==> src/rtl/td_tap_monitor.sv <==
// td_tap_monitor: measures ref-edge to tap delays of a 5-tap delay line.
// Optional stats block enabled by defining TD_TAP_MONITOR_STATS_EN.
module td_tap_monitor #(
  parameter int CNT_W   = 8,
  parameter int TIMEOUT = 200
) (
  input  logic               clk,
  input  logic               reset_n,
  input  logic               ref_in,
  input  logic [4:0]         tap_in,
`ifdef TD_TAP_MONITOR_STATS_EN
  input  logic               stats_clr,
  output logic [CNT_W-1:0]   dly4_min,
  output logic [CNT_W-1:0]   dly4_max,
  output logic [15:0]        meas_count,
`endif
  output logic               meas_valid,
  output logic               meas_pol,
  output logic [5*CNT_W-1:0] dly_out,
  output logic               err_order,
  output logic               err_timeout,
  output logic               err_abort,
  output logic               busy
);

  localparam logic [CNT_W-1:0] TO = CNT_W'(TIMEOUT);

  typedef enum logic [1:0] {IDLE, MEAS, REPORT} state_t;

  state_t state;
  state_t state_nxt;

  logic       ref_q1;
  logic       ref_s;
  logic       ref_d;
  logic [4:0] tap_q1;
  logic [4:0] tap_s;

  logic                  pol;
  logic [CNT_W-1:0]      cnt;
  logic [CNT_W-1:0]      cnt_inc;
  logic [4:0]            seen;
  logic [4:0]            hit;
  logic [4:0]            seen_fin;
  logic [4:0][CNT_W-1:0] dly;
  logic [4:0][CNT_W-1:0] dly_fin;

  logic ref_edge;
  logic done;
  logic tmo;
  logic order;
  logic fin;

  // Two-flop synchronisers plus one-cycle delayed ref for edge detection
  always_ff @(posedge clk) begin
    if (!reset_n) begin
      ref_q1 <= 1'b0;
      ref_s  <= 1'b0;
      ref_d  <= 1'b0;
      tap_q1 <= '0;
      tap_s  <= '0;
    end else begin
      ref_q1 <= ref_in;
      ref_s  <= ref_q1;
      ref_d  <= ref_s;
      tap_q1 <= tap_in;
      tap_s  <= tap_q1;
    end
  end

  // Per-cycle measurement arithmetic: new hits, final delays, order check
  always_comb begin
    ref_edge = (ref_s != ref_d);
    cnt_inc  = (cnt == '1) ? cnt : cnt + 1'b1;
    hit      = '0;
    for (int k = 0; k < 5; k++) begin
      hit[k] = !seen[k] && (tap_s[k] == pol);
    end
    seen_fin = seen | hit;
    done     = &seen_fin;
    tmo      = (cnt_inc == TO);
    dly_fin  = dly;
    for (int k = 0; k < 5; k++) begin
      if (hit[k]) begin
        dly_fin[k] = cnt_inc;
      end
    end
    if (!ref_edge && !done && tmo) begin
      for (int k = 0; k < 5; k++) begin
        if (!seen_fin[k]) begin
          dly_fin[k] = '1;
        end
      end
    end
    order = 1'b0;
    for (int k = 1; k < 5; k++) begin
      if (seen_fin[k] && seen_fin[k-1] && (dly_fin[k] < dly_fin[k-1])) begin
        order = 1'b1;
      end
    end
  end

  // FSM state register
  always_ff @(posedge clk) begin
    if (!reset_n) begin
      state <= IDLE;
    end else begin
      state <= state_nxt;
    end
  end

  // FSM next-state logic; abort, completion and timeout all end MEAS
  always_comb begin
    state_nxt = state;
    unique case (state)
      IDLE:    if (ref_edge) state_nxt = MEAS;
      MEAS:    if (ref_edge || done || tmo) state_nxt = REPORT;
      REPORT:  state_nxt = IDLE;
      default: state_nxt = IDLE;
    endcase
  end

  // FSM outputs: busy flag and end-of-measurement strobe
  always_comb begin
    busy = (state != IDLE);
    fin  = (state == MEAS) && (state_nxt == REPORT);
  end

  // Measurement datapath: arm on a ref edge, accumulate tap arrivals
  always_ff @(posedge clk) begin
    if (!reset_n) begin
      pol  <= 1'b0;
      cnt  <= '0;
      seen <= '0;
      dly  <= '0;
    end else begin
      unique case (state)
        IDLE: begin
          if (ref_edge) begin
            pol  <= ref_s;
            cnt  <= '0;
            seen <= ~(tap_s ^ {5{ref_s}});
            dly  <= '0;
          end
        end
        MEAS: begin
          cnt  <= cnt_inc;
          seen <= seen_fin;
          dly  <= dly_fin;
        end
        default: ;
      endcase
    end
  end

  // Result registers: loaded on entry to REPORT and held until the next one
  always_ff @(posedge clk) begin
    if (!reset_n) begin
      meas_valid  <= 1'b0;
      meas_pol    <= 1'b0;
      dly_out     <= '0;
      err_order   <= 1'b0;
      err_timeout <= 1'b0;
      err_abort   <= 1'b0;
    end else begin
      meas_valid <= fin;
      if (fin) begin
        meas_pol    <= pol;
        dly_out     <= dly_fin;
        err_order   <= order;
        err_timeout <= !ref_edge && !done && tmo;
        err_abort   <= ref_edge;
      end
    end
  end

`ifdef TD_TAP_MONITOR_STATS_EN
  // Tap-4 min/max tracking and report counter; clear beats update
  always_ff @(posedge clk) begin
    if (!reset_n || stats_clr) begin
      dly4_min   <= '1;
      dly4_max   <= '0;
      meas_count <= '0;
    end else if (fin) begin
      if (meas_count != 16'hFFFF) begin
        meas_count <= meas_count + 16'd1;
      end
      if (seen_fin[4] && !ref_edge) begin
        if (dly_fin[4] < dly4_min) dly4_min <= dly_fin[4];
        if (dly_fin[4] > dly4_max) dly4_max <= dly_fin[4];
      end
    end
  end
`endif

endmodule
==> config.mk <==
export PLATFORM = sky130hd
export DESIGN_NAME = td_tap_monitor
export DESIGN_NICKNAME = d
export VERILOG_FILES = /design/src/rtl/td_tap_monitor.sv
export SDC_FILE = /design/constraint.sdc
export NUM_CORES = 1
export LEC_CHECK = 0
export BUFFER_PORTS_ARGS = -buffer_cell sky130_fd_sc_hd__buf_4
export CORE_ASPECT_RATIO = 0.75
export CORE_MARGIN = 2
export CORE_UTILIZATION = 55
export CTS_BUF_LIST = sky130_fd_sc_hd__clkbuf_2 sky130_fd_sc_hd__clkbuf_4 sky130_fd_sc_hd__clkbuf_8
export DETAILED_ROUTE_END_ITERATION = 7
export PLACE_DENSITY = 0.75
export SETUP_SLACK_MARGIN = 0.02
export SLEW_MARGIN = 10
export SYNTH_ARGS = -nofsm -noshare
export SYNTH_HDL_FRONTEND = slang
export SYNTH_SLANG_ARGS = --single-unit
==> constraint.sdc <==
create_clock -name clk -period 4.8 [get_ports clk]
set_clock_uncertainty 0.15 [all_clocks]
set_input_delay 0.48 -clock clk [delete_from_list [all_inputs] [get_ports clk]]
set_output_delay 0.48 -clock clk [all_outputs]
set_load 0.01 [all_outputs]
# Yosys cells after proc, flatten, opt, wreduce, memory -nomap -nowiden
# Cells that the tools add are included.
[op_classes]
n_addsub = 1
n_lt_le_gt_ge = 4
n_eq_ne = 11
n_mux = 25
bitwise_logic = 3
reduce_logical = 31
[op_table]
columns = ["operator", "n"]
rows = [
  ["2-to-1 mux 8 bit", 12],
  ["2-to-1 mux 40 bit", 2],
  ["case mux 40 bit (2 select lines)", 1],
  ["less-than comparator 8 bit", 4],
  ["equality test 8 bit (second input constant)", 2],
  ["logical AND 1 bit", 16],
  ["case mux 8 bit (2 select lines)", 1],
  ["case mux 5 bit (2 select lines)", 1],
  ["adder 8 x 1 -> 8 bit (second input constant)", 1],
  ["zero test 1 bit", 7],
  ["equality test 1 bit", 5],
  ["2-to-1 mux 5 bit", 1],
  ["inverter 5 bit", 1],
  ["bitwise OR 5 bit", 1],
  ["AND reduction 5 bit", 1],
  ["XOR 5 bit", 1],
  ["2-to-1 mux 1 bit", 4],
  ["2-to-1 mux 2 bit", 2],
  ["case mux 2 bit (2 select lines)", 1],
  ["AND reduction 2 bit", 2],
  ["nonzero test 2 bit", 2],
  ["equality test 2 x 1 -> 1 bit (second input constant)", 1],
  ["equality test 2 bit (second input constant)", 1],
  ["zero test 2 bit", 1],
  ["other kinds (3)", 4],
]
[word_totals]
regBits = 114
input_bits = 8
out_inout_bits = 46
elab_cells = 95

# Logic depth before layout (Yosys ltp)
[logic_depth]
word_depth = 14
depth_mapped = 18
mapped_depth_nobuf = 17

# Worst setup path before layout
# No wires, ideal clock.
[synth_path]
kind = "reg2reg"
startpoint = "register cnt[0]"
endpoint = "register err_order"
setup_time_ns = 0.134
arrival_time_ns = 3.309
t_required_ns = 4.516
slack_ns = 1.207
path_stages_with_launch = 17
path_buffers = 1
period_less_slack_ns = 3.593
path_cell_list = "dfxtp_1 ha_1 and2_1 nor4b_1 a21o_2 nand3_4 or3_1 clkbuf_1 and2_1 ha_1 and4_1 o21ai_0 a22oi_1 o21ai_0 nor4b_1 o311a_1 a41oi_2"
[synth_between]
elab_chain_len = 11
word_cells_on_any_way = 33
classes_between = "add/sub (1); order compare (4); eq/ne (3); mux (18); reduce/logical (7)"
[synth_rtl]
columns = ["element", "line_no", "rtl"]
rows = [
  ["from (decl)", "40", "logic [CNT_W-1:0] cnt;"],
  ["from (signal assigned)", "147", "cnt <= cnt_inc;"],
  ["adder 8 x 1 -> 8 bit or equality test 8 bit (tied branches)", "74", "cnt_inc = (cnt == '1) ? cnt : cnt + 1'b1;"],
  ["2-to-1 mux 8 bit (*)", "74", ""],
  ["equality test 8 bit or 2-to-1 mux 8 bit (tied branches)", "81, 84", ""],
  ["logical AND 1 bit or 2-to-1 mux 8 bit (tied branches)", "88, 90", ""],
  ["2-to-1 mux 40 bit", "88", "if (!ref_edge && !done && tmo) begin"],
  ["less-than comparator 8 bit", "97", "if (seen_fin[k] && seen_fin[k-1] && (dly_fin[k] < dly_fin[k-1])) begin"],
  ["logical AND 1 bit", "97", ""],
  ["2-to-1 mux 1 bit (4 in a row)", "97", ""],
  ["to (signal assigned)", "170", "err_order <= order;"],
  ["to (decl)", "20", "output logic err_order,"],
]
# Mark *: on every way between the ends. The rest lies on a longest branch, timed or not.
# A chain may end at the register's enable or synchronous reset.

==> flow_summary.json <==
{
  "slew_headroom_pct": 36.1,
  "path_clk_slew_ns": 0.08,
  "maxCapViolCount": 0,
  "cts_resized": 0,
  "critPathSlowestCell": "nor4_1",
  "combPwrFrac_pct": 18.2,
  "drtAntennaViolNets": 0,
  "rows": 32,
  "nNetsFinal": 769,
  "dpl_cell_area_sq_um": 6250,
  "post-place-cells": 852,
  "critPathArrivalTime_ns": 4.44,
  "clock_power_share_pct": 38.5,
  "gp_congestion": 0.909,
  "ctsHtreeMaxLevel": 4,
  "period_share_pct": 87.8,
  "drtIter0Drc": 598,
  "wirelength_microns": 15500,
  "netlist_area_sq_um": 5800,
  "vias": 5387,
  "preCtsSetupSlack_ns": 0.700,
  "status": "completed",
  "drt-wirelength-per-cell_microns": 17.6,
  "cts_tree": "built",
  "worst_slew_pin_slew_ns": 0.959,
  "die_height_microns": 92.9,
  "syn_avg_cell_area_sq_um": 8.26,
  "path_class": "flop to flop",
  "post-route-drc-count": 0,
  "ios": 54,
  "antenna_found_initial": 0,
  "root_buffer": "clkbuf_8",
  "final-setup-viol-count": 0,
  "fmax_mhz": 237,
  "final_cell_mix": "nor2_1 (133), dfxtp_1 (114), buf_4 (60)",
  "min_period_ns": 4.21,
  "clock_sinks": 114,
  "grt_start_max_net_pins": 53,
  "synth_ff_type": "dfxtp_1",
  "cts_buffers": 17,
  "drive_gt1_share_pct": 15.0,
  "overflow": 0,
  "post-route-util_pct": 64.6,
  "first_pass_iters": 5,
  "setup_tns_ns": 0,
  "ys_seq_area_share_pct": 39.4,
  "post_cts_buffers": 0,
  "synthCells": 702,
  "ys_seq_elements": 114,
  "finalPower_mw": 2.35,
  "end_kind": "flop",
  "area_growth_pct": 14.6,
  "crit_fanout": 8,
  "initial_utilization_pct": 56.4,
  "synth_edf_count": 0,
  "vias_per_cell": 6.09,
  "final_area_sq_um": 6650,
  "port_buffers": 53,
  "clock_path_buffers": 2,
  "netSwitchingFraction_pct": 32.7,
  "hold_violations": 0,
  "ys_types": 64,
  "crit_required_ns": 5.03,
  "die_x_microns": 123,
  "worst-path-buf-inv": 2,
  "hold_ws_ns": 0.0822,
  "finalMaxSlewViolations": 0,
  "seq_power_share_pct": 43.3,
  "core_area_sq_um": 10300,
  "clock_latency_ns": 0.45,
  "grt_pass1_wl_microns": 26000,
  "yosysWarnings": 0,
  "p_int_mw": 1.58,
  "hold_class": "primary input to flop",
  "ir_worst_vdd_uv": 234,
  "final_common_cell": "nor2_1",
  "hold_buffers": 0,
  "p_sw_mw": 0.768,
  "start_kind": "flop",
  "leakage_nw": 2.67,
  "async_flop_share_pct": 0,
  "pwr_density_cell_nw_per_um2": 354,
  "place_hpwl_microns": 10700,
  "die_area_sq_um": 11400,
  "slowest_delay_ns": 0.54,
  "path_cells": "ha_1 -> and2_1 -> o22ai_1 -> a31o_2 -> nand3_4 -> nor3_1 -> buf_4 -> nor2_1 -> inv_1 -> ha_1 -> a21oi_1 -> nor2b_1 -> nor4_1 -> nand2_1 -> nor2_1 -> o221ai_1 -> a41oi_2",
  "layout_setup_ws_ns": 0.586,
  "synth_fp_nets": 736,
  "rsz0062_at_grt": "false",
  "diodes": 0,
  "grtUsageTotal_pct": 29.3,
  "grt_pass1_vias": 5072,
  "cp_top_family": "simple AND/OR/NAND/NOR gates",
  "layout.cells.non_filler": 884
}
==> cells in the mapped netlist, types with 2 or more instances <==
cell / count / area (sq um)
and2_1: 19 / 119
nand2b_1: 10 / 62.6
dfxtp_1: 114 / 2280
xor2_1: 5 / 43.8
o31ai_1: 3 / 22.5
nand4_1: 6 / 37.5
a311oi_1: 4 / 35.0
or3_1: 2 / 12.5
a2bb2oi_1: 11 / 96.3
nand2_1: 41 / 154
and3_1: 6 / 37.5
mux2i_1: 21 / 210
buf_2: 8 / 40.0
nor2_1: 133 / 499
a21o_1: 3 / 22.5
buf_4: 2 / 15.0
o21a_1: 2 / 15.0
clkbuf_1: 33 / 124
nor3_1: 7 / 35.0
nand3_1: 9 / 45.0
o31a_1: 2 / 17.5
xnor2_1: 3 / 26.3
a211oi_1: 26 / 195
a31oi_1: 2 / 12.5
o21ai_0: 41 / 205
nor4b_1: 2 / 17.5
o22ai_1: 3 / 18.8
nor2b_1: 9 / 56.3
o211a_1: 4 / 40.0
ha_1: 26 / 325
a21oi_1: 40 / 200
a22oi_1: 35 / 263
or2_2: 3 / 18.8
inv_1: 23 / 86.3
buf_1: 3 / 11.3
o211ai_1: 7 / 52.6
o21ai_1: 2 / 10.0
o221ai_1: 6 / 52.6
==> metal layers <==
layer	global-route usage (%)	part of all wire (%)	up-vias
met5	0	0	-
li1	-	-	2575
met2	44.3	43	240
met4	11.2	2.4	0
met1	40.9	47	2542
met3	6.16	7.8	30
==> power by group through the flow <==
stage	registers (mW)	clock network [mW]	logic (mW)
floorplan	1.04	0	0.308
global placement	1.04	0	0.410
detailed placement	1.04	0	0.419
CTS	1.02	0.911	0.422
global route	1.02	0.956	0.474
finish	1.02	0.905	0.427
==> state kept, by name, summed over array words and instances (netlist names), 2 cells and up <==
signal and flops:
cnt 8, dly 40, dly_out 40, seen 5, state 2, tap_q1 5
tap_s 5
==> cells by family (layout without fill, tap and decap cells) <==
logic type / Yosys count / after routing / share of synthesized area, %
XOR/XNOR: 9 / 9 / 1.49
AO/OA/AOI/OAI: 205 / 205 / 24.4
flip-flops: 114 / 114 / 39.4
buffers and inverters: 70 / 116 / 4.96
adder cells (fa/ha/maj): 27 / 27 / 5.80
multiplexers: 21 / 21 / 3.62
AND/OR/NAND/NOR: 256 / 256 / 20.3
==> final cells by class <==
class,count,area (sq um)
multi-input combinational,518,3240
fill,879,3640
timing repair buffer,61,470
tap,136,170
sequential,114,2280
clock buffer,18,248
inverter,23,86.3
clock inverter,14,145
==> path summary, 6_finish.rpt <==
check,start,endpoint,slack [ns],cells past startpoint
max reg2reg,cnt[0],err_order,0.59,17
max,cnt[0],err_order,0.59,17
min reg2reg,tap_q1[3],tap_s[3],0.29,1
min,tap_in[2],tap_q1[2],0.08,2
Power figures use the tool's default switching activity.
